===== config.mk =====
export PLATFORM = sky130hd
export DESIGN_NAME = apb_initiator_flat
export DESIGN_NICKNAME = d
export VERILOG_FILES = /design/src/rtl/apb_pkg.sv /design/src/rtl/apb_initiator_if.sv /design/src/rtl/apb_initiator.sv /design/src/flat_wrapper.sv
export SDC_FILE = /design/constraint.sdc
export NUM_CORES = 1
export LEC_CHECK = 0
export ABC_AREA = 1
export BUFFER_PORTS_ARGS = -buffer_cell sky130_fd_sc_hd__buf_2
export CORE_AREA = 2 2 108 84
export DETAILED_ROUTE_END_ITERATION = 8
export DIE_AREA = 0 0 110 86
export GPL_TIMING_DRIVEN = 0
export PLACE_DENSITY = 0.83
export SLEW_MARGIN = 5
export SYNTH_ARGS = -nofsm -noshare
export SYNTH_HDL_FRONTEND = slang
export SYNTH_SLANG_ARGS = --single-unit

===== constraint.sdc =====
create_clock -name clk -period 5.4 [get_ports clk]
set_input_delay 0.81 -clock clk [delete_from_list [all_inputs] [get_ports clk]]
set_output_delay 0.81 -clock clk [all_outputs]
set_load 0.005 [all_outputs]

===== src/rtl/apb_pkg.sv =====
// apb_pkg: shared APB requester state encoding and response codes.
package apb_pkg;
  typedef enum logic [1:0] {IDLE, SETUP, ACCESS, RESP} apb_state_e;
  typedef enum logic [1:0] {RSP_OKAY, RSP_SLVERR, RSP_TMO} apb_rsp_e;
  function automatic apb_rsp_e rsp_code(input logic slverr, input logic tmo);
    return tmo ? RSP_TMO : slverr ? RSP_SLVERR : RSP_OKAY;
  endfunction
endpackage


===== src/rtl/apb_initiator_if.sv =====
// apb_initiator_if: command/response streams plus APB4 bus of the requester.
interface apb_initiator_if #(
  parameter int ADDR_W = 16,
  parameter int DATA_W = 32,
  parameter int STRB_W = DATA_W / 8
);
  logic              cmd_valid;
  logic              cmd_ready;
  logic              cmd_write;
  logic [ADDR_W-1:0] cmd_addr;
  logic [DATA_W-1:0] cmd_wdata;
  logic [STRB_W-1:0] cmd_wstrb;
  logic              rsp_valid;
  logic              rsp_ready;
  logic [DATA_W-1:0] rsp_rdata;
  logic              rsp_slverr;
  logic              rsp_tmo;
  logic              psel;
  logic              penable;
  logic              pwrite;
  logic [ADDR_W-1:0] paddr;
  logic [DATA_W-1:0] pwdata;
  logic [STRB_W-1:0] pstrb;
  logic [DATA_W-1:0] prdata;
  logic              pready;
  logic              pslverr;
  modport master (
    input  cmd_valid, cmd_write, cmd_addr, cmd_wdata, cmd_wstrb, rsp_ready, prdata, pready, pslverr,
    output cmd_ready, rsp_valid, rsp_rdata, rsp_slverr, rsp_tmo, psel, penable, pwrite, paddr, pwdata, pstrb
  );
  modport slave (
    output cmd_valid, cmd_write, cmd_addr, cmd_wdata, cmd_wstrb, rsp_ready, prdata, pready, pslverr,
    input  cmd_ready, rsp_valid, rsp_rdata, rsp_slverr, rsp_tmo, psel, penable, pwrite, paddr, pwdata, pstrb
  );
endinterface


===== src/rtl/apb_initiator.sv =====
// apb_initiator: APB4 requester turning a valid/ready command stream into single APB transfers.
module apb_initiator
  import apb_pkg::*;
#(
  parameter int ADDR_W  = 16,
  parameter int DATA_W  = 32,
  parameter int TIMEOUT = 255
) (
  input  logic            clk,
  input  logic            rst,
  apb_initiator_if.master bus
);
  localparam int CW = TIMEOUT > 0 ? $clog2(TIMEOUT + 1) : 1;
  apb_state_e    r_state;
  logic [CW-1:0] r_cnt;
  logic          w_accept;
  logic          w_tmo;
  assign bus.cmd_ready = (r_state == IDLE) || (r_state == RESP && bus.rsp_ready);
  assign w_accept      = bus.cmd_valid && bus.cmd_ready;
  // abort on the TIMEOUT-th ACCESS cycle without pready; pready is checked first so it wins
  assign w_tmo         = TIMEOUT != 0 && int'(r_cnt) + 1 == TIMEOUT;
  always_ff @(posedge clk) begin
    if (rst) begin
      r_state        <= IDLE;
      r_cnt          <= '0;
      bus.psel       <= 1'b0;
      bus.penable    <= 1'b0;
      bus.pwrite     <= 1'b0;
      bus.paddr      <= '0;
      bus.pwdata     <= '0;
      bus.pstrb      <= '0;
      bus.rsp_valid  <= 1'b0;
      bus.rsp_rdata  <= '0;
      bus.rsp_slverr <= 1'b0;
      bus.rsp_tmo    <= 1'b0;
    end else if (w_accept) begin
      r_state       <= SETUP;
      bus.psel      <= 1'b1;
      bus.pwrite    <= bus.cmd_write;
      bus.paddr     <= bus.cmd_addr;
      bus.pwdata    <= bus.cmd_wdata;
      bus.pstrb     <= bus.cmd_write ? bus.cmd_wstrb : '0;
      bus.rsp_valid <= 1'b0;
    end else begin
      case (r_state)
        SETUP: begin
          r_state     <= ACCESS;
          bus.penable <= 1'b1;
          r_cnt       <= '0;
        end
        ACCESS: begin
          if (bus.pready || w_tmo) begin
            r_state        <= RESP;
            bus.psel       <= 1'b0;
            bus.penable    <= 1'b0;
            bus.pstrb      <= '0;
            bus.rsp_valid  <= 1'b1;
            bus.rsp_rdata  <= bus.pready && !bus.pwrite ? bus.prdata : '0;
            bus.rsp_slverr <= bus.pready && bus.pslverr;
            bus.rsp_tmo    <= !bus.pready;
          end else begin
            r_cnt <= r_cnt + 1'b1;
          end
        end
        RESP: begin
          if (bus.rsp_ready) begin
            r_state       <= IDLE;
            bus.rsp_valid <= 1'b0;
          end
        end
        default: ;
      endcase
    end
  end
endmodule

===== src/flat_wrapper.sv =====
// flat-port wrapper written by rule: the top's interface ports become plain ports
module apb_initiator_flat import apb_pkg::*;
#(
  parameter int ADDR_W  = 16,
  parameter int DATA_W  = 32,
  parameter int TIMEOUT = 255
)
  (clk, rst, bus_cmd_valid, bus_cmd_write, bus_cmd_addr, bus_cmd_wdata, bus_cmd_wstrb, bus_rsp_ready, bus_prdata, bus_pready, bus_pslverr, bus_cmd_ready, bus_rsp_valid, bus_rsp_rdata, bus_rsp_slverr, bus_rsp_tmo, bus_psel, bus_penable, bus_pwrite, bus_paddr, bus_pwdata, bus_pstrb);
  apb_initiator_if #(.ADDR_W(ADDR_W), .DATA_W(DATA_W)) bus_i ();
  input  logic clk;
  input  logic rst;
  input wire logic [$bits(bus_i.cmd_valid)-1:0] bus_cmd_valid;
  input wire logic [$bits(bus_i.cmd_write)-1:0] bus_cmd_write;
  input wire logic [$bits(bus_i.cmd_addr)-1:0] bus_cmd_addr;
  input wire logic [$bits(bus_i.cmd_wdata)-1:0] bus_cmd_wdata;
  input wire logic [$bits(bus_i.cmd_wstrb)-1:0] bus_cmd_wstrb;
  input wire logic [$bits(bus_i.rsp_ready)-1:0] bus_rsp_ready;
  input wire logic [$bits(bus_i.prdata)-1:0] bus_prdata;
  input wire logic [$bits(bus_i.pready)-1:0] bus_pready;
  input wire logic [$bits(bus_i.pslverr)-1:0] bus_pslverr;
  output wire logic [$bits(bus_i.cmd_ready)-1:0] bus_cmd_ready;
  output wire logic [$bits(bus_i.rsp_valid)-1:0] bus_rsp_valid;
  output wire logic [$bits(bus_i.rsp_rdata)-1:0] bus_rsp_rdata;
  output wire logic [$bits(bus_i.rsp_slverr)-1:0] bus_rsp_slverr;
  output wire logic [$bits(bus_i.rsp_tmo)-1:0] bus_rsp_tmo;
  output wire logic [$bits(bus_i.psel)-1:0] bus_psel;
  output wire logic [$bits(bus_i.penable)-1:0] bus_penable;
  output wire logic [$bits(bus_i.pwrite)-1:0] bus_pwrite;
  output wire logic [$bits(bus_i.paddr)-1:0] bus_paddr;
  output wire logic [$bits(bus_i.pwdata)-1:0] bus_pwdata;
  output wire logic [$bits(bus_i.pstrb)-1:0] bus_pstrb;
  assign bus_i.cmd_valid = bus_cmd_valid;
  assign bus_i.cmd_write = bus_cmd_write;
  assign bus_i.cmd_addr = bus_cmd_addr;
  assign bus_i.cmd_wdata = bus_cmd_wdata;
  assign bus_i.cmd_wstrb = bus_cmd_wstrb;
  assign bus_i.rsp_ready = bus_rsp_ready;
  assign bus_i.prdata = bus_prdata;
  assign bus_i.pready = bus_pready;
  assign bus_i.pslverr = bus_pslverr;
  assign bus_cmd_ready = bus_i.cmd_ready;
  assign bus_rsp_valid = bus_i.rsp_valid;
  assign bus_rsp_rdata = bus_i.rsp_rdata;
  assign bus_rsp_slverr = bus_i.rsp_slverr;
  assign bus_rsp_tmo = bus_i.rsp_tmo;
  assign bus_psel = bus_i.psel;
  assign bus_penable = bus_i.penable;
  assign bus_pwrite = bus_i.pwrite;
  assign bus_paddr = bus_i.paddr;
  assign bus_pwdata = bus_i.pwdata;
  assign bus_pstrb = bus_i.pstrb;
  apb_initiator #(.ADDR_W(ADDR_W), .DATA_W(DATA_W), .TIMEOUT(TIMEOUT)) u_core (.clk(clk), .rst(rst), .bus(bus_i));
endmodule

==> flow_summary.ini <==
[logic_synthesis]
synthArstFlopShare_pct = 0
syn-num-nets = 673
yosysMostFrequentCell = nor2_1
yosys-top-cells-area = dfxtp_1 (48%), nor2_1 (16%), nand2_1 (10%), o21ai_0 (6.3%), nand2_2 (3.2%)
synth_area_leader_cell = dfxtp_1
synth_top_area_share_pct = 48.2
yosysSeqAreaShare_pct = 48.2
netlist_area_sq_mm = 0.00415
synthFlopType = dfxtp_1
synth_common_cells = nor2_1 (178), nand2_1 (114), dfxtp_1 (100)
synth_warnings = 0
postSynthAreaPerCell_sq_um = 7.22
yosys.cell_types.count = 26
synth-edff-count = 0
syn_inst = 575
synth_seq_cells = 100

[timing]
hold_viol = 0
fmax_mhz = 450
tns_ns = 0
final.min_clock_period_ns = 2.22
finalSetupViolCount = 0
min_period_over_period_pct = 41.2
layout_setup_ws_ns = 3.18
worst_pin_slew_ns = 0.583
rsz0062_at_grt = false
slew_headroom_pct = 61.1
finClkSkew_ns = 0.0104
finalMaxSlewViolations = 0

[critical_path]
cp-end-kind = output pin
critical_path.cell_chain = inv_1, ha_1, a21o_1, buf_2
ff2ff_setup_slack_ns = 3.30
worst_setup_path_start_kind = register
cp_top_family = flip-flops
setup.worst_path.class = register to output pin
worstPathArrival_ns = 1.41
reg2reg_to = u_core.r_cnt[1]$_SDFFE_PP0P_
path_max_fanout = 4
slowest_delay_ns = 0.40
worstSetupPathDepth = 4
worstRegToRegCells = 9
timing.rr.start = u_core.r_state[0]$_SDFFE_PP0P_
crit_slowest_cell = dfxtp_1
critical_path_buf_inv_count = 2
cp.required_ns = 4.59

[clock_network]
cts_setup_buffers = 0
htree_num_levels = 3
clkTransAtPathRegs_ns = 0.10
cts.sinks = 100
cts-buffers-inserted = 9
cts.repair.resized = 0
clock_latency_ns = 0.36
root_buffer = clkbuf_8
cts_max_path_buffers = 2
holdBufCountCts = 0
cts_tree = yes

[worst_hold_path]
hold_start = u_core.bus.rsp_slverr$_SDFFE_PP0P_
hold_depth = 2
holdCritPathClass = register to register
whs_endpoint = u_core.bus.rsp_slverr$_SDFFE_PP0P_

[global_routing]
antenna_found_initial = 0
grt_util_all_layers_pct = 22.2
gr-total-overflow = 0
grt_pass1_vias = 3842
grt_pass1_wl_microns = 16800
grt_max_degree = 19

[final_layout]
nFillCells = 761
seq_area_sq_mm = 0.00200
area_growth_pct = 29.5
drive_above_1_share_pct = 30.2
num-nets-final = 865
multi_input_area_sq_mm = 0.00186
antenna_cells = 0

[die]
die_w_microns = 110
die_h_microns = 86
num_io_pins = 182
dieArea_sq_mm = 0.00946
fp.coreArea_sq_mm = 0.00831
rows = 29
start_util_pct = 49.9

[route]
vias = 4206
m1WireLength_microns = 4600
drc = 0
wl_met2_microns = 5010
dr.pass1.iters = 4
vias_per_cell = 4.78
antenna_left = 0
drt-initial-drc-count = 182
wl_met3_microns = 926
wl_per_cell_microns = 12.1
top_layer_used = met4
drt-total-wl_microns = 10700

[placement]
place_ws_ns = 3.06
port_buffers = 181
gp_congestion = 0.877
hpwl_microns = 8240

[pwr]
leakage_nw = 2.63
power.density_mw_per_mm2 = 332
p_total_mw = 1.78
ir_drop_mv = 0.198

[run_status]
status = finished clean

[flow_run]
maxCapViolCount = 0
final cells by class:
type	instances	area share, %
Timing Repair Buffer	181	16.9
Buffer	31	3.79
Sequential cell	100	37.2
Inverter	21	1.51
Multi-Input combinational cell	423	34.7
Clock inverter	6	1.05
Clock buffer	10	2.37
Tap cell	108	2.51
sequential cells by signal (all words and copies together) (netlist names), 2 cells and up:
register / count
u_core.r_cnt: 8
u_core.r_state: 2
u_core.bus.pstrb: 4
u_core.bus.paddr: 16
u_core.bus.rsp_rdata: 32
u_core.bus.pwdata: 32
how the worst max path moves through the flow:
stage | start | endpoint | slack (ns)
after floorplan | bus_rsp_ready | u_core.r_cnt[0]$_SDFFE_PP0P_ | 3.55
after global placement | bus_rsp_ready | u_core.r_cnt[6]$_SDFFE_PP0P_ | 3.09
final | u_core.r_state[0]$_SDFFE_PP0P_ | bus_cmd_ready | 3.18
after detailed placement | bus_rsp_ready | u_core.r_cnt[1]$_SDFFE_PP0P_ | 3.06
after global routing | u_core.r_state[1]$_SDFFE_PP0P_ | u_core.r_cnt[0]$_SDFFE_PP0P_ | 3.02
after CTS | u_core.r_state[0]$_SDFFE_PP0P_ | bus_cmd_ready | 3.16
cell usage in the layout, fill, tap and decap left out, types with 3 or more instances in the layout:
cell,netlist,layout
buf_8,3,3
dfxtp_1,100,100
ha_1,7,7
nand2_2,21,21
buf_2,1,182
nand3_1,23,23
inv_1,18,18
clkbuf_8,0,9
clkbuf_1,23,24
nor2_1,178,178
nand2_1,114,114
o21ai_0,52,52
buf_12,3,3
a21oi_1,15,15
nor2_2,3,3
layer usage:
layer  GRT usage [%]  vias up
met4            6.56        0
met1            26.0     1847
met5               0        -
met2            39.3      166
li1                -     2175
met3            6.53       18
report_power, final:
group	leakage, nW	internal, mW	switching, mW
clock	0.0909	0.178	0.271
combinational	1.72	0.192	0.265
sequential	0.820	0.830	0.0480
cell families (layout without fill, tap and decap cells):
logic type,count (synthesis),after routing,synth area share (%)
AO/OA/AOI/OAI,72,72,8.86
XOR/XNOR,1,1,0.211
adder cells (fa/ha/maj),7,7,2.11
buffers and inverters,52,249,6.87
flip-flops,100,100,48.2
AND/OR/NAND/NOR,343,343,33.7
worst min-delay path, delay by kind of cell (launching register included):
| family | cells | cell delay [ns] |
|---|---|---|
| flip-flops | 1 | 0.32 |
| AND/OR/NAND/NOR | 1 | 0.06 |
| AO/OA/AOI/OAI | 1 | 0.05 |
stage by stage:
| stage | cells | utilization (%) | hold slack, ns | area [sq um] |
|---|---|---|---|---|
| after floorplan | 575 | - | 0.448 | 4150 |
| after global placement | 864 | 62.5 | 0.443 | 5190 |
| after detailed placement | 864 | 62.5 | 0.451 | 5190 |
| after CTS | 880 | 64.7 | 0.467 | 5380 |
| after global routing | 880 | 64.7 | 0.498 | 5380 |
| final | 880 | 64.7 | 0.465 | 5380 |
(Power assumes the default switching activity.)
